===== src/rtl/ch4_lfsr.sv =====
// APU channel-4 noise generator: programmable divider clocking a 15-bit LFSR with optional 7-bit tap.
// Latency: outputs registered; first lfsr_tick exactly P cycles after the restart edge, then every P cycles.
// Backpressure: none; ch4_on=0 freezes the divider and LFSR. Optional macro CH4_SHIFT_STOP_EN halts on shift 14/15.
module ch4_lfsr #(
    parameter int LFSR_W = 15,
    parameter int CNT_W  = 19
) (
    input  logic              ajer_2mhz,
    input  logic              apu_reset,
    input  logic              ch4_restart,
    input  logic              ch4_on,
    input  logic [3:0]        ff22_shift,
    input  logic              ff22_width7,
    input  logic [2:0]        ff22_div,
    output logic              ch4_bit,
    output logic              lfsr_tick,
    output logic [LFSR_W-1:0] lfsr_q
);

    logic [CNT_W-1:0]  cnt;
    logic [LFSR_W-1:0] lfsr;
    logic              tick_q;
    logic [5:0]        base;
    logic [3:0]        shift_eff;
    logic [CNT_W-1:0]  period;
    logic              fb;
    logic [LFSR_W-1:0] lfsr_nxt;
    logic              shift_stop;

`ifdef CH4_SHIFT_STOP_EN
    assign shift_stop = (ff22_shift >= 4'd14);
`else
    assign shift_stop = 1'b0;
`endif

    always_comb begin
        base = 6'd4;
        case (ff22_div)
            3'd0:    base = 6'd4;
            3'd1:    base = 6'd8;
            3'd2:    base = 6'd16;
            3'd3:    base = 6'd24;
            3'd4:    base = 6'd32;
            3'd5:    base = 6'd40;
            3'd6:    base = 6'd48;
            default: base = 6'd56;
        endcase
        // Shift codes 14/15 clamp to 13 so the period always fits the counter.
        shift_eff = (ff22_shift > 4'd13) ? 4'd13 : ff22_shift;
        period    = CNT_W'(base) << shift_eff;
    end

    always_comb begin
        fb       = ~(lfsr[0] ^ lfsr[1]);
        lfsr_nxt = {fb, lfsr[LFSR_W-1:1]};
        if (ff22_width7) begin
            lfsr_nxt[6] = fb;
        end
    end

    always_ff @(posedge ajer_2mhz) begin
        if (apu_reset) begin
            lfsr   <= '0;
            cnt    <= '0;
            tick_q <= 1'b0;
        end else if (ch4_restart) begin
            lfsr   <= '0;
            cnt    <= period;
            tick_q <= 1'b0;
        end else if (ch4_on && (cnt != '0) && !shift_stop) begin
            if (cnt == CNT_W'(1)) begin
                // Reload uses the FF22 fields live at this edge, so mid-count writes land here.
                cnt    <= period;
                lfsr   <= lfsr_nxt;
                tick_q <= 1'b1;
            end else begin
                cnt    <= cnt - CNT_W'(1);
                tick_q <= 1'b0;
            end
        end else begin
            tick_q <= 1'b0;
        end
    end

    assign ch4_bit   = lfsr[0];
    assign lfsr_tick = tick_q;
    assign lfsr_q    = lfsr;

endmodule


===== config.mk =====
export PLATFORM = sky130hd
export DESIGN_NAME = ch4_lfsr
export DESIGN_NICKNAME = d
export VERILOG_FILES = /design/src/rtl/ch4_lfsr.sv
export SDC_FILE = /design/constraint.sdc
export NUM_CORES = 1
export LEC_CHECK = 0
export BUFFER_PORTS_ARGS = -buffer_cell sky130_fd_sc_hd__buf_2
export CAP_MARGIN = 20
export CELL_PAD_IN_SITES_DETAIL_PLACEMENT = 1
export CELL_PAD_IN_SITES_GLOBAL_PLACEMENT = 1
export CORE_UTILIZATION = 39
export DETAILED_ROUTE_END_ITERATION = 10
export PLACE_DENSITY = 0.73
export RECOVER_POWER = 25
export SLEW_MARGIN = 20
export SYNTH_ARGS = -nofsm -noshare
export SYNTH_HDL_FRONTEND = slang
export SYNTH_SLANG_ARGS = --single-unit

===== constraint.sdc =====
create_clock -name ajer_2mhz -period 2.1 [get_ports ajer_2mhz]
set_input_delay 0.21 -clock ajer_2mhz [delete_from_list [all_inputs] [get_ports ajer_2mhz]]
set_output_delay 0.21 -clock ajer_2mhz [all_outputs]
set_load 0.005 [all_outputs]

# [Word-level counts from Yosys, hierarchy flattened]
# Index checks and enable logic that the tools add are counted.
# W data, S select, Z words.
[op_classes] n_eq_ne=7 addsub=1 n_shift=1 n_mux=7 n_bitwise=3 reduce_logical=7 order_cmp=1
[op_table] operator="$mux W19" n=3
[op_table] operator="$pmux W6 S7" n=1
[op_table] operator="$eq A19 B1 Y1 const B" n=1
[op_table] operator="$reduce_bool A19 Y1" n=1
[op_table] operator="$shl A6 B4 Y19" n=1
[op_table] operator="$sub A19 B1 Y19 const B" n=1
[op_table] operator="$eq A3 B3 Y1 const B" n=3
[op_table] operator="$eq A3 B2 Y1 const B" n=2
[op_table] operator="$gt A4 B4 Y1 const B" n=1
[op_table] operator="$mux W4" n=1
[op_table] operator="$eq A3 B1 Y1 const B" n=1
[op_table] operator="$logic_not A3 Y1" n=1
[op_table] operator="$reduce_or A3 Y1" n=1
[op_table] operator="$mux W1" n=2
[op_table] operator="$not A1 Y1" n=2
[op_table] operator="$reduce_and A2 Y1" n=1
[op_table] operator="$reduce_bool A2 Y1" n=1
[op_table] operator="$reduce_or A2 Y1" n=1
[op_table] operator="$logic_and A1 B1 Y1" n=1
[op_table] operator="$xor A1 B1 Y1" n=1
[word_totals] inputBits=12 reg_bits=35 wordCells=30 out_inout_bits=17

# [Depth between registers and ports, before layout]
# Gate-level depths: netlist of the first run.
[logic_depth] ltp_word=6 ltp_mapped=7 depth_no_buf=7

# [Worst setup path after synthesis of the first run]
# Ideal clock, no wire load.
[synth_path] path_type="register to register" from="register cnt[9]" to="register cnt[2]" stages_incl_launch_ff=7 arrival_time_ns=2.005 setup_time_ns=0.117 slack_ns=-0.023 synth_period_minus_slack_ns=2.123 path_buffers=1 required_ns=1.983 path_cell_list="dfxtp_1 > or4_4 > nor4_4 > a31o_2 > buf_2 > o21ai_1 > a32o_1"
[synth_via] elab_chain_len=4 word_cells_on_any_way=7 classes_between="eq/ne: 1; mux: 3; reduce/logical: 3"
[synth_rtl] element="start: declaration" line_no="20" rtl="logic [CNT_W-1:0] cnt;"
[synth_rtl] element="start signal: assignment" line_no="68" rtl="cnt <= period;"
[synth_rtl] element="start signal: assignment" line_no="73" rtl="cnt <= period;"
[synth_rtl] element="start signal: assignment" line_no="77" rtl="cnt <= cnt - CNT_W'(1);"
[synth_rtl] element="$eq A19 B1 Y1" line_no="71" rtl="if (cnt == CNT_W'(1)) begin"
[synth_rtl] element="$mux W19" line_no="71"
[synth_rtl] element="$mux W19" line_no="70" rtl="end else if (ch4_on && (cnt != '0) && !shift_stop) begin"
[synth_rtl] element="$mux W19" line_no="66" rtl="end else if (ch4_restart) begin"
# Parallel ways exist; a longest one is shown, timed or not. The select of a mux whose other input is x is not followed.
# A chain may end at the register's enable or synchronous reset.

# [Worst setup path after layout of the first run]
[layout_path] from="register cnt[10]" to="register cnt[10]"
[layout_via] elab_chain_len=4 word_cells_on_any_way=8 classes_between="add/sub: 1; eq/ne: 1; mux: 3; reduce/logical: 3"
[layout_rtl] element="$sub A19 B1 Y19 or $eq A19 B1 Y1 (tied branches)" line_no="77, 71"
[layout_rtl] element="$mux W19" line_no="71"
[layout_rtl] element="$mux W19" line_no="70"
[layout_rtl] element="$mux W19" line_no="66"
# Parallel ways exist; a longest one is shown, timed or not. The select of a mux whose other input is x is not followed.

==> results of run 1 <==
## kinds of logic after synthesis
family,count (synthesis)
AO/OA/AOI/OAI,86
XOR/XNOR,1
adder cells (fa/ha/maj),3
buffers and inverters,35
flip-flops,35
multiplexers,7
AND/OR/NAND/NOR,137
## registers in the layout, summed over array words and instances (netlist names)
register and flops:
lfsr_tick 1, cnt 19, lfsr_q 15
## cell type report
cell class                 count  area share (%)
tap                           75            2.70
multi-input combinational    234            51.3
clock buffer                   6            2.37
timing repair buffer          96            22.0
inverter                       5           0.539
sequential                    35            20.2
clock inverter                 2            1.01
## critical path, stage by stage, from the launching register on
cell                       delay [ps]
sky130_fd_sc_hd__dfxtp_1          350
sky130_fd_sc_hd__or4_4            550
sky130_fd_sc_hd__nor4_4           150
sky130_fd_sc_hd__buf_4            180
sky130_fd_sc_hd__buf_6            130
sky130_fd_sc_hd__buf_6            110
sky130_fd_sc_hd__a31oi_4           80
sky130_fd_sc_hd__buf_6            160
sky130_fd_sc_hd__o21ai_2           60
sky130_fd_sc_hd__nand3b_1         160
sky130_fd_sc_hd__a31oi_2          240
## per-stage QoR
stage / utilization, % / TNS (ps) / cells / power (mW) / setup WS [ps]
finish: 58.8 / -2280 / 453 / 3.84 / -158
global route: 58.8 / -4880 / 453 / 4.00 / -273
CTS: 52.3 / -1690 / 445 / 3.28 / -98.6
detailed placement: 48.3 / -1850 / 432 / 2.46 / -156
global placement: 48.3 / -425 / 432 / 2.40 / -113
floorplan: - / -4.93 / 304 / 1.70 / -4.93
## worst max-delay path by stage
| stage | startpoint | end | slack (ps) | depth (start not counted) |
|---|---|---|---|---|
| floorplan | cnt[9]$_SDFFE_PP0P_ | cnt[2]$_SDFFE_PP0P_ | -5 | 6 |
| global placement | cnt[4]$_SDFFE_PP0P_ | cnt[17]$_SDFFE_PP0P_ | -110 | 7 |
| detailed placement | cnt[4]$_SDFFE_PP0P_ | cnt[17]$_SDFFE_PP0P_ | -160 | 7 |
| CTS | cnt[9]$_SDFFE_PP0P_ | cnt[9]$_SDFFE_PP0P_ | -100 | 8 |
| global route | cnt[10]$_SDFFE_PP0P_ | cnt[16]$_SDFFE_PP0P_ | -270 | 7 |
| finish | cnt[10]$_SDFFE_PP0P_ | cnt[10]$_SDFFE_PP0P_ | -160 | 10 |
## cells in the final DEF, fill, tap and decap left out, drive strengths merged, types with 7 or more instances in the layout
cell	count
buf	94
nand2	47
dfxtp	35
a21oi	28
nor2	24
o21ai	15
nor3	12
nand3	10
a31oi	9
clkbuf	8
nand4	7
nor4	7
## where the power goes
group	leakage, nW	switching (mW)	internal, mW	total, mW
Combinational	1.13	1.31	1.05	2.36
Sequential	0.284	0.0676	0.737	0.805
Clock	0.0612	0.290	0.385	0.675
## metal layers
layer,vias up,routed length (microns),global-route usage [%]
met5,-,0,0
met3,38,465,5.11
li1,1269,-,-
met4,0,420,11.1
met1,1406,4240,37.7
met2,118,5200,49.1
## what timing repair did
| item | CTS | global route |
|---|---|---|
| buffers inserted | 5 | 8 |
| gates cloned | 0 | 0 |
| resized for setup | 21 | 70 |
| pin swaps | 6 | 37 |
| endpoints found under the setup margin | 31 | 33 |
==> results_tabular.tex, run 1 <==
\begin{tabular}{lr}
\hline
Metric & Value \\
\hline
\multicolumn{2}{l}{\textbf{Worst setup path}} \\
Critical Path Source Type & register \\
Critical Path End Type & register \\
Worst reg2reg setup slack & -160 ps \\
Required time reported for the critical path endpoint & 2330 ps \\
Start of the worst register-to-register path & cnt[10]\$\_SDFFE\_PP0P\_ \\
Type of the setup path with the least slack & reg -> reg \\
Critical R2R Capture & cnt[10]\$\_SDFFE\_PP0P\_ \\
Worst Reg-to-Reg Cells & 10 \\
Arrival time of data at the critical path endpoint & 2490 ps \\
Peak fanout along the critical path & 8 \\
\multicolumn{2}{l}{\textbf{Detailed routing}} \\
Detailed-router iteration count before antenna repair & 8 \\
DRC viols & 1 \\
Post-DRT Antenna Nets & 0 \\
Total via count after detailed routing & 2831 \\
Drt first-iter violations & 270 \\
Routed WL per cell & 22.8 microns \\
DR vias/cell & 6.25 \\
Aggregate routed wire length & 10.3 mm \\
\multicolumn{2}{l}{\textbf{Die}} \\
Die area & 6420 sq um \\
Top-level port count & 29 \\
Area inside the core boundary & 5920 sq um \\
Starting density of the core & 40.2\% \\
Chip Width & 80.2 microns \\
Chip height & 80.2 microns \\
Number of placement rows & 28 \\
\multicolumn{2}{l}{\textbf{Clocking}} \\
Clock latency of the later-clocked register in the worst-skew pair & 310 ps \\
H-Tree Depth & 2 \\
Clock Path Buffers & 2 \\
Number of buffers created by CTS & 5 \\
Clock root buffer & sky130\_fd\_sc\_hd\_\_clkbuf\_8 \\
Hold buffer count at CTS & 0 \\
Total number of clock tree sinks & 35 \\
Clk slew on worst S/H paths & 90 ps \\
Clock tree from TritonCTS & done \\
\multicolumn{2}{l}{\textbf{Yosys}} \\
Dominant combinational cell family by area after synthesis & simple AND/OR/NAND/NOR gates \\
Register area share after synthesis & 29.4\% \\
Average cell area after synthesis & 7.84 sq um \\
Compound-Gate Fraction of Synth Area & 25.2\% \\
Unique cell type count in the Yosys netlist & 60 \\
Simple-gate area share of the yosys netlist & around a third \\
Synth Net Count & 319 \\
Adder-cell share of the synthesized area & under 10\% \\
Share of flip-flops with an asynchronous set or reset & 0\% \\
Share of the synthesized area in the top cell type & just under 30\% \\
Share of synthesized area spent on multiplexers & between 3 and 4\% \\
Area of the mapped netlist & roughly 2400 sq um \\
Yosys warning count & 0 \\
Post-synth EDFFs & 0 \\
Post-synthesis instance total & $\sim$300 \\
Cells taking the most area after synthesis & sky130\_fd\_sc\_hd\_\_dfxtp\_1 (29\%), sky130\_fd\_sc\_hd\_\_nand2\_1 (6.0\%), sky130\_fd\_sc\_hd\_\_buf\_4 (4.4\%) \\
Synth Area in XOR/XNOR & 0.368\% \\
Number of register bits inferred by synthesis & 35 \\
Main flop type after synthesis & sky130\_fd\_sc\_hd\_\_dfxtp\_1 \\
Commonest cells post-synth & sky130\_fd\_sc\_hd\_\_nand2\_1 (38), sky130\_fd\_sc\_hd\_\_dfxtp\_1 (35), sky130\_fd\_sc\_hd\_\_nor2\_1 (23), sky130\_fd\_sc\_hd\_\_a21oi\_1 (19), sky130\_fd\_sc\_hd\_\_buf\_4 (14) \\
Cell with the most instances after synthesis & sky130\_fd\_sc\_hd\_\_nand2\_1 \\
Largest area contributor in the netlist & sky130\_fd\_sc\_hd\_\_dfxtp\_1 \\
\multicolumn{2}{l}{\textbf{Final layout}} \\
FILL cells & around 700 \\
Proportion of layout cells with a drive suffix above 1 & a little under half \\
Post-route cell area & roughly 3500 sq um \\
Diode count & 0 \\
Footprint of the multi-input gates & 1780 sq um \\
Area added between synthesis and finish & 46.1\% \\
Nets@finish & around 390 \\
Reg area & 702 sq um \\
\multicolumn{2}{l}{\textbf{Timing}} \\
Fin crit share & 108\% \\
Minimum clock period & 2260 ps \\
RSZ-0062 raised after global routing & true \\
Hold violation total from the final report & 0 \\
Max frequency & 0.443 GHz \\
Final setup violation count & 32 \\
Transition at the pin with the smallest max-transition slack & 534 ps \\
Count of pins over their slew limit & 0 \\
Skew final & 10.7 ps \\
Final hold slack & 327 ps \\
Post-layout worst setup margin & -158 ps \\
Tightest slew margin relative to the limit & 64.4\% \\
\multicolumn{2}{l}{\textbf{Power and ir drop}} \\
Standby leakage power & 1.48 nW \\
Cell Pwr Density & $\sim$1100 nW/um\^{}2 \\
Highest ir drop seen on vdd & roughly 0.68 mV \\
\multicolumn{2}{l}{\textbf{Min path}} \\
Hold wc startpoint & apu\_reset \\
Worst min-delay path class & in -> reg \\
Hold endpoint & cnt[14]\$\_SDFFE\_PP0P\_ \\
Cell count of the worst hold path & 2 \\
\multicolumn{2}{l}{\textbf{GRT}} \\
Vias in the first global route & roughly 2.6k \\
Largest net degree at the start of global routing & 19 \\
Global-route usage over all layers & 29.5\% \\
GR Overflow Total & 0 \\
Global-route wire length before repair & between 10 and 15 mm \\
Initial antenna violation count & 0 \\
\multicolumn{2}{l}{\textbf{Placement}} \\
Dpl cell area & around 2900 sq um \\
Port-buffer cells & 28 \\
Final RePlAce weighted congestion & 0.904 \\
Total half-perimeter wirelength after legalization and detailed placement & 6.37 mm \\
\multicolumn{2}{l}{\textbf{Run status}} \\
Failing checks & DRC, setup timing \\
Run status & complete, but fails checks \\
\multicolumn{2}{l}{\textbf{Flow run}} \\
Number of violations of the max-capacitance limit & 0 \\
\hline
\end{tabular}
No activity file was read; power rests on OpenSTA's default activity.
==> run 2: changes to the inputs <==
PLACE_DENSITY = 0.8   (was 0.73)
==> results_tabular.tex, run 2 (same netlist as run 1, synthesis figures left out) <==
\begin{tabular}{lr}
\hline
Metric & Value \\
\hline
\multicolumn{2}{l}{\textbf{Run status}} \\
Run status & complete, but fails checks (unchanged) \\
Failing checks & setup timing (was DRC, setup timing) \\
\multicolumn{2}{l}{\textbf{Worst setup path}} \\
Peak fanout along the critical path & 6 (was 8) \\
Slowest cell on the critical path & sky130\_fd\_sc\_hd\_\_or4\_4 (unchanged) \\
Arrival time of data at the critical path endpoint & 2370 ps (was 2490 ps) \\
Start of the worst register-to-register path & cnt[9]\$\_SDFFE\_PP0P\_ (was cnt[10]\$\_SDFFE\_PP0P\_) \\
Critical Path Source Type & register (unchanged) \\
Cell breakdown of the critical path & or4\_4, nor4\_4, buf\_4, a31oi\_4, buf\_4, a21o\_1, a21oi\_1, a21oi\_1 (was or4\_4, nor4\_4, buf\_4, buf\_6, buf\_6, a31oi\_4, buf\_6, o21ai\_2, nand3b\_1, a31oi\_2) \\
CP startpoint & cnt[9]\$\_SDFFE\_PP0P\_ (was cnt[10]\$\_SDFFE\_PP0P\_) \\
Critical Path End Type & register (unchanged) \\
Maximum single-stage delay on the critical path & 560 ps (was 550 ps) \\
Required time reported for the critical path endpoint & 2290 ps (was 2330 ps) \\
Critical R2R Capture & cnt[9]\$\_SDFFE\_PP0P\_ (was cnt[10]\$\_SDFFE\_PP0P\_) \\
Endpoint of the most critical setup path & cnt[9]\$\_SDFFE\_PP0P\_ (was cnt[10]\$\_SDFFE\_PP0P\_) \\
Worst Reg-to-Reg Cells & 8 (was 10) \\
Worst reg2reg setup slack & -80 ps (was -160 ps) \\
Type of the setup path with the least slack & reg -> reg (unchanged) \\
\multicolumn{2}{l}{\textbf{Die}} \\
Die area & 6420 sq um (unchanged) \\
Starting density of the core & 40.2\% (unchanged) \\
Chip Width & 80.2 microns (unchanged) \\
Number of placement rows & 28 (unchanged) \\
Top-level port count & 29 (unchanged) \\
Chip height & 80.2 microns (unchanged) \\
Area inside the core boundary & 5920 sq um (unchanged) \\
\multicolumn{2}{l}{\textbf{Placement}} \\
Cells after DPL & 422 (was 432) \\
Port-buffer cells & 28 (unchanged) \\
Final RePlAce weighted congestion & 0.952 (was 0.904) \\
Total half-perimeter wirelength after legalization and detailed placement & 5.85 mm (was 6.37 mm) \\
\multicolumn{2}{l}{\textbf{Detailed routing}} \\
Post-DRT Antenna Nets & 0 (unchanged) \\
Drt first-iter violations & 248 (was 270) \\
Aggregate routed wire length & 9.49 mm (was 10.3 mm) \\
Detailed-router iteration count before antenna repair & 5 (was 8) \\
DRC viols & 0 (was 1) \\
Total via count after detailed routing & 2760 (was 2831) \\
Routed WL per cell & 21.7 microns (was 22.8 microns) \\
DR vias/cell & 6.32 (was 6.25) \\
\multicolumn{2}{l}{\textbf{Timing}} \\
Tightest slew margin relative to the limit & 48.4\% (was 64.4\%) \\
Aggregate negative setup slack & -511 ps (was -2280 ps) \\
Count of pins over their slew limit & 0 (unchanged) \\
Skew final & 10.3 ps (was 10.7 ps) \\
Post-layout worst setup margin & -78.9 ps (was -158 ps) \\
Transition at the pin with the smallest max-transition slack & 771 ps (was 534 ps) \\
Max frequency & 0.459 GHz (was 0.443 GHz) \\
Fin crit share & 104\% (was 108\%) \\
Hold violation total from the final report & 0 (unchanged) \\
Final setup violation count & 16 (was 32) \\
RSZ-0062 raised after global routing & true (unchanged) \\
Minimum clock period & 2180 ps (was 2260 ps) \\
\multicolumn{2}{l}{\textbf{Power and ir drop}} \\
Cell Pwr Density & 1140 nW/um\^{}2 (was 1100 nW/um\^{}2) \\
Highest ir drop seen on vdd & 0.443 mV (was 0.677 mV) \\
Sequential share of power & 22.0\% (was 20.9\%) \\
Net switching power of the design & 1.61 mW (was 1.67 mW) \\
Design internal power & 2.04 mW (was 2.18 mW) \\
Comb power frac & 59.7\% (was 61.5\%) \\
Sw Ratio & 44.0\% (was 43.4\%) \\
Standby leakage power & 1.25 nW (was 1.48 nW) \\
Clock network power share & 18.3\% (was 17.6\%) \\
\multicolumn{2}{l}{\textbf{Final layout}} \\
Most frequent cells in the layout & sky130\_fd\_sc\_hd\_\_buf\_4 (40), sky130\_fd\_sc\_hd\_\_nand2\_1 (36), sky130\_fd\_sc\_hd\_\_dfxtp\_1 (31), sky130\_fd\_sc\_hd\_\_buf\_2 (27), sky130\_fd\_sc\_hd\_\_nor2\_1 (20) (was sky130\_fd\_sc\_hd\_\_buf\_4 (46), sky130\_fd\_sc\_hd\_\_dfxtp\_1 (34), sky130\_fd\_sc\_hd\_\_nand2\_1 (33), sky130\_fd\_sc\_hd\_\_buf\_2 (26), sky130\_fd\_sc\_hd\_\_nor2\_1 (20)) \\
Largest register FFs & 19 (unchanged) \\
Nets@finish & 376 (was 392) \\
Non-filler instance count after layout & 437 (was 453) \\
Final core utilization & 54.1\% (was 58.8\%) \\
Diode count & 0 (unchanged) \\
Area added between synthesis and finish & 34.5\% (was 46.1\%) \\
Register containing the most flip-flops in the final layout & cnt (unchanged) \\
FILL cells & 710 (was 719) \\
Most frequent standard cell in the layout excluding fill and tap cells & sky130\_fd\_sc\_hd\_\_buf\_4 (unchanged) \\
Proportion of layout cells with a drive suffix above 1 & 40.9\% (was 46.8\%) \\
\multicolumn{2}{l}{\textbf{Clocking}} \\
Clock tree from TritonCTS & done (unchanged) \\
Number of buffers created by CTS & 5 (unchanged) \\
Hold buffer count at CTS & 0 (unchanged) \\
Total number of clock tree sinks & 35 (unchanged) \\
Clock root buffer & sky130\_fd\_sc\_hd\_\_clkbuf\_8 (unchanged) \\
Clock Path Buffers & 2 (unchanged) \\
H-Tree Depth & 2 (unchanged) \\
Clock latency of the later-clocked register in the worst-skew pair & 310 ps (about the same) \\
Clk slew on worst S/H paths & 90 ps (about the same) \\
\multicolumn{2}{l}{\textbf{GRT}} \\
GR Overflow Total & 0 (unchanged) \\
Vias in the first global route & 2570 (was 2630) \\
Global-route usage over all layers & 29.0\% (was 29.5\%) \\
Global-route wire length before repair & 13.8 mm (was 14.2 mm) \\
Largest net degree at the start of global routing & 19 (unchanged) \\
Initial antenna violation count & 0 (unchanged) \\
\multicolumn{2}{l}{\textbf{Min path}} \\
Worst min-delay path class & in -> reg (unchanged) \\
Hold wc startpoint & ch4\_restart (was apu\_reset) \\
\multicolumn{2}{l}{\textbf{Flow run}} \\
Number of violations of the max-capacitance limit & 0 (unchanged) \\
\hline
\end{tabular}
-- run 2: cell count changes in the layout (fill, tap and decap cells not counted), sizes merged --
cell	change
buf	-15
clkbuf	-2
clkinv	+1
-- run 2: cell type report --
class	count	area [sq um]	area share, %
Clock buffer	5	68.8	2.15
Clock inverter	3	43.8	1.37
Inverter	5	18.8	0.586
Multi-Input combinational cell	234	1660	51.9
Sequential cell	35	706	22.0
Tap cell	75	93.8	2.93
Timing Repair Buffer	80	609	19.0
-- run 2: what timing repair did --
| item | in CTS | in global routing |
|---|---|---|
| hold endpoints to repair | 0 | 0 |
| cloned | 1 | 0 |
| gates resized for setup | 26 | 22 |
| buffers inserted | 3 | 4 |
| pin swaps | 3 | 7 |
| endpoints found under the setup margin | 31 | 33 |
-- run 2: power groups by stage --
stage	sequential (mW)	combinational, mW	clock (mW)
after detailed placement	0.809	1.62	0
final	0.804	2.18	0.666
after floorplan	0.817	0.879	0
after CTS	0.798	1.85	0.660
after global routing	0.809	2.26	0.682
after global placement	0.804	1.57	0
-- run 2: through the flow --
stage	worst slack [ps]	power, mW	hold WS [ps]	cell area [sq um]
2_1_floorplan	-4.93	1.70	418	2390
5_1_grt	-119	3.75	300	3200
3_3_place_gp	-131	2.37	453	2810
6_report	-78.9	3.65	269	3200
4_1_cts	-12.7	3.31	275	3090
3_5_place_dp	-213	2.43	466	2810
-- run 2: metal layers --
| layer | vias up | share of wire, % | GRT usage, % |
|---|---|---|---|
| met5 | - | 0 | 0 |
| met4 | 0 | 3.4 | 10.9 |
| met3 | 36 | 6.1 | 5.91 |
| met2 | 135 | 48 | 48.9 |
| met1 | 1356 | 42 | 36.1 |
| li1 | 1233 | - | - |
-- run 2: how the worst min path moves through the flow --
stage                                   to  slack, ps  cells after the start
global placement    lfsr_q[4]$_SDFFE_PP0P_        450                      2
finish                 cnt[5]$_SDFFE_PP0P_        270                      3
CTS                    cnt[5]$_SDFFE_PP0P_        270                      3
floorplan             cnt[15]$_SDFFE_PP0P_        420                      3
detailed placement  lfsr_q[7]$_SDFFE_PP0P_        470                      2
global route           cnt[5]$_SDFFE_PP0P_        300                      3
-- run 2: critical path, delay by kind of cell, from the launching register on --
family	cells	cell delay (ps)
compound gates	4	540
buf+inv	2	400
flops	1	330
simple gates	2	790
==> run 3: changes to the inputs <==
ABC_AREA = 1   (was default)
CORE_UTILIZATION = 37   (was 39)
clock period = 1.9 ns   (was 2.1 ns; I/O delays follow)
==> results_tabular.tex, run 3 <==
\begin{tabular}{lr}
\hline
Metric & Value \\
\hline
\multicolumn{2}{l}{\textbf{Run status}} \\
Run status & completed (was complete, but fails checks) \\
\multicolumn{2}{l}{\textbf{Yosys}} \\
Post-synthesis instance total & 363 (was 304) \\
Unique cell type count in the Yosys netlist & 30 (was 60) \\
Share of flip-flops with an asynchronous set or reset & 0\% (unchanged) \\
Cell with the most instances after synthesis & sky130\_fd\_sc\_hd\_\_nand2\_1 (unchanged) \\
Register area share after synthesis & 29.4\% (about the same) \\
Number of register bits inferred by synthesis & 35 (unchanged) \\
Area of the mapped netlist & 2380 sq um (about the same) \\
Largest area contributor in the netlist & sky130\_fd\_sc\_hd\_\_dfxtp\_1 (unchanged) \\
Average cell area after synthesis & 6.57 sq um (was 7.84 sq um) \\
Post-synth EDFFs & 0 (unchanged) \\
Yosys warning count & 0 (unchanged) \\
Share of the synthesized area in the top cell type & 29.4\% (about the same) \\
Cells taking the most area after synthesis & sky130\_fd\_sc\_hd\_\_dfxtp\_1 (29\%), sky130\_fd\_sc\_hd\_\_nand2\_1 (12\%), sky130\_fd\_sc\_hd\_\_nor2\_1 (8.2\%) (was sky130\_fd\_sc\_hd\_\_dfxtp\_1 (29\%), sky130\_fd\_sc\_hd\_\_nand2\_1 (6.0\%), sky130\_fd\_sc\_hd\_\_buf\_4 (4.4\%)) \\
Commonest cells post-synth & sky130\_fd\_sc\_hd\_\_nand2\_1 (74), sky130\_fd\_sc\_hd\_\_nor2\_1 (52), sky130\_fd\_sc\_hd\_\_dfxtp\_1 (35), sky130\_fd\_sc\_hd\_\_nand3\_1 (33), sky130\_fd\_sc\_hd\_\_inv\_1 (32) (was sky130\_fd\_sc\_hd\_\_nand2\_1 (38), sky130\_fd\_sc\_hd\_\_dfxtp\_1 (35), sky130\_fd\_sc\_hd\_\_nor2\_1 (23), sky130\_fd\_sc\_hd\_\_a21oi\_1 (19), sky130\_fd\_sc\_hd\_\_buf\_4 (14)) \\
Synth Net Count & 378 (was 319) \\
Main flop type after synthesis & sky130\_fd\_sc\_hd\_\_dfxtp\_1 (unchanged) \\
\multicolumn{2}{l}{\textbf{Die}} \\
Number of placement rows & 28 (unchanged) \\
Chip height & 82.3 microns (was 80.2 microns) \\
Chip Width & 82.3 microns (was 80.2 microns) \\
Starting density of the core & 39.3\% (was 40.2\%) \\
Die area & 6770 sq um (was 6420 sq um) \\
Top-level port count & 29 (unchanged) \\
Area inside the core boundary & 6060 sq um (was 5920 sq um) \\
\multicolumn{2}{l}{\textbf{Timing}} \\
RSZ-0062 raised after global routing & true (unchanged) \\
Count of pins over their slew limit & 0 (unchanged) \\
Tightest slew margin relative to the limit & 69.6\% (was 48.4\%) \\
Skew final & 10.1 ps (was 10.3 ps) \\
Final setup violation count & 0 (was 16) \\
Aggregate negative setup slack & 0 ps (was -511 ps) \\
Hold violation total from the final report & 0 (unchanged) \\
Fin crit share & 93.5\% (was 104\%) \\
Minimum clock period & 1780 ps (was 2180 ps) \\
Transition at the pin with the smallest max-transition slack & 456 ps (was 771 ps) \\
Max frequency & 0.563 GHz (was 0.459 GHz) \\
\multicolumn{2}{l}{\textbf{Power and ir drop}} \\
Standby leakage power & 1.19 nW (was 1.25 nW) \\
Clock network power share & 31.1\% (was 18.3\%) \\
Sw Ratio & 36.1\% (was 44.0\%) \\
Sequential share of power & 37.3\% (was 22.0\%) \\
Cell Pwr Density & 836 nW/um\^{}2 (was 1140 nW/um\^{}2) \\
Net switching power of the design & 0.798 mW (was 1.61 mW) \\
Design internal power & 1.41 mW (was 2.04 mW) \\
Comb power frac & 31.7\% (was 59.7\%) \\
Highest ir drop seen on vdd & 0.371 mV (was 0.443 mV) \\
\multicolumn{2}{l}{\textbf{Clocking}} \\
Setup repair bufs after CTS & 0 (was 3) \\
H-Tree Depth & 2 (unchanged) \\
Clock latency of the later-clocked register in the worst-skew pair & 300 ps (was 310 ps) \\
Clock Path Buffers & 2 (unchanged) \\
Number of buffers created by CTS & 5 (unchanged) \\
Total number of clock tree sinks & 35 (unchanged) \\
Clock tree from TritonCTS & done (unchanged) \\
Clock root buffer & sky130\_fd\_sc\_hd\_\_clkbuf\_8 (unchanged) \\
Hold buffer count at CTS & 0 (unchanged) \\
Clk slew on worst S/H paths & 80 ps (was 90 ps) \\
\multicolumn{2}{l}{\textbf{Detailed routing}} \\
Aggregate routed wire length & 6.89 mm (was 9.49 mm) \\
Drt first-iter violations & 69 (was 248) \\
DR vias/cell & 5.24 (was 6.32) \\
Total via count after detailed routing & 2420 (was 2760) \\
Detailed-router iteration count before antenna repair & 4 (was 5) \\
DRC viols & 0 (unchanged) \\
Post-DRT Antenna Nets & 0 (unchanged) \\
Routed WL per cell & 14.9 microns (was 21.7 microns) \\
\multicolumn{2}{l}{\textbf{GRT}} \\
Largest net degree at the start of global routing & 28 (was 19) \\
GR Overflow Total & 0 (unchanged) \\
Global-route usage over all layers & 22.0\% (was 29.0\%) \\
Global-route wire length before repair & 11.0 mm (was 13.8 mm) \\
Vias in the first global route & 2284 (was 2570) \\
Initial antenna violation count & 0 (unchanged) \\
\multicolumn{2}{l}{\textbf{Final layout}} \\
Area added between synthesis and finish & 10.8\% (was 34.5\%) \\
Final core utilization & 43.6\% (was 54.1\%) \\
Nets@finish & 401 (was 376) \\
Most frequent standard cell in the layout excluding fill and tap cells & sky130\_fd\_sc\_hd\_\_nand2\_1 (was sky130\_fd\_sc\_hd\_\_buf\_4) \\
FILL cells & 836 (was 710) \\
Proportion of layout cells with a drive suffix above 1 & 17.3\% (was 40.9\%) \\
Diode count & 0 (unchanged) \\
Most frequent cells in the layout & sky130\_fd\_sc\_hd\_\_nand2\_1 (74), sky130\_fd\_sc\_hd\_\_nor2\_1 (48), sky130\_fd\_sc\_hd\_\_dfxtp\_1 (35), sky130\_fd\_sc\_hd\_\_nand3\_1 (33), sky130\_fd\_sc\_hd\_\_inv\_1 (31) (was sky130\_fd\_sc\_hd\_\_buf\_4 (40), sky130\_fd\_sc\_hd\_\_nand2\_1 (36), sky130\_fd\_sc\_hd\_\_dfxtp\_1 (31), sky130\_fd\_sc\_hd\_\_buf\_2 (27), sky130\_fd\_sc\_hd\_\_nor2\_1 (20)) \\
Non-filler instance count after layout & 462 (was 437) \\
Register containing the most flip-flops in the final layout & cnt (unchanged) \\
Largest register FFs & 19 (unchanged) \\
Post-route cell area & 2640 sq um (was 3200 sq um) \\
\multicolumn{2}{l}{\textbf{Placement}} \\
Final RePlAce weighted congestion & 0.952 (about the same) \\
Port-buffer cells & 28 (unchanged) \\
Dpl cell area & 2520 sq um (was 2810 sq um) \\
Total half-perimeter wirelength after legalization and detailed placement & 5.35 mm (was 5.85 mm) \\
Cells after DPL & 454 (was 422) \\
\multicolumn{2}{l}{\textbf{Worst setup path}} \\
Peak fanout along the critical path & 8 (was 6) \\
Required time reported for the critical path endpoint & 2130 ps (was 2290 ps) \\
Type of the setup path with the least slack & reg -> reg (unchanged) \\
Critical Path Source Type & register (unchanged) \\
Arrival time of data at the critical path endpoint & 2010 ps (was 2370 ps) \\
Critical Path End Type & register (unchanged) \\
Worst Reg-to-Reg Cells & 10 (was 8) \\
Worst reg2reg setup slack & 120 ps (was -80 ps) \\
\multicolumn{2}{l}{\textbf{Min path}} \\
Cell count of the worst hold path & 2 (was 3) \\
Worst min-delay path class & in -> reg (unchanged) \\
\multicolumn{2}{l}{\textbf{Flow run}} \\
Number of violations of the max-capacitance limit & 0 (unchanged) \\
\hline
\end{tabular}
-- run 3: cells by family (layout without fill, tap and decap cells) --
| logic type | after synthesis | in the layout | share of synthesized area, % |
|---|---|---|---|
| buf+inv | 60 | 84 | 13.5 |
| fa+ha+maj | 3 | 3 | 1.57 |
| flops | 35 | 35 | 29.4 |
| compound gates | 61 | 61 | 13.4 |
| simple gates | 194 | 194 | 38.5 |
| xor+xnor | 10 | 10 | 3.67 |
-- run 3: path summary, 6_finish.rpt --
| kind | to | from |
|---|---|---|
| max reg2reg | cnt[16]$_SDFFE_PP0P_ | cnt[0]$_SDFFE_PP0P_ |
| min | cnt[1]$_SDFFE_PP0P_ | apu_reset |
| max | cnt[16]$_SDFFE_PP0P_ | cnt[0]$_SDFFE_PP0P_ |
| min reg2reg | lfsr_q[2]$_SDFFE_PP0P_ | lfsr_q[2]$_SDFFE_PP0P_ |
-- run 3: per-layer routing --
metal / global-route usage [%] / share of wire (%) / vias up
met4: 7.19 / 1.6 / 0
met1: 27.7 / 47 / 1144
met5: 0 / 0 / -
met2: 37.9 / 47 / 54
met3: 3.85 / 4.0 / 11
li1: - / - / 1211
-- run 3: layout make-up --
class | instances | area [sq um] | area share, %
Multi-Input combinational cell | 268 | 1380 | 52.2
Sequential cell | 35 | 701 | 26.5
Clock inverter | 3 | 43.8 | 1.66
Timing Repair Buffer | 39 | 209 | 7.91
Clock buffer | 5 | 68.8 | 2.60
Tap cell | 75 | 93.8 | 3.55
Inverter | 37 | 146 | 5.54
-- run 3: metrics by stage --
step / hold slack (ps) / power (mW) / setup slack [ps]
detailed placement: 457 / 1.51 / -2.80
CTS: 168 / 2.21 / 22.2
global placement: 452 / 1.50 / 154
global route: 169 / 2.34 / -6.51
floorplan: 259 / 1.33 / 294
finish: 175 / 2.21 / 123
-- run 3: critical path: stages, from the launching register on --
cell                       delay (ps)
sky130_fd_sc_hd__dfxtp_1          370
sky130_fd_sc_hd__clkinv_1         100
sky130_fd_sc_hd__buf_4            170
sky130_fd_sc_hd__ha_1             240
sky130_fd_sc_hd__nand2_1          190
sky130_fd_sc_hd__nor2_1           120
sky130_fd_sc_hd__nand2_1          120
sky130_fd_sc_hd__nor2_1            50
sky130_fd_sc_hd__o21ai_0          150
sky130_fd_sc_hd__nand2_1           70
sky130_fd_sc_hd__a21oi_1          130
-- run 3: power by group through the flow --
stage	sequential [mW]	combinational (mW)	clock (mW)
6_report	0.823	0.700	0.687
3_5_place_dp	0.839	0.673	0
2_1_floorplan	0.836	0.491	0
5_1_grt	0.828	0.780	0.729
4_1_cts	0.823	0.682	0.701
3_3_place_gp	0.838	0.658	0
-- run 3: repair_timing --
item / 4_1_cts / 5_1_grt
cloned: 0 / 0
setup endpoints to repair: 1 / 15
gates resized for setup: 1 / 8
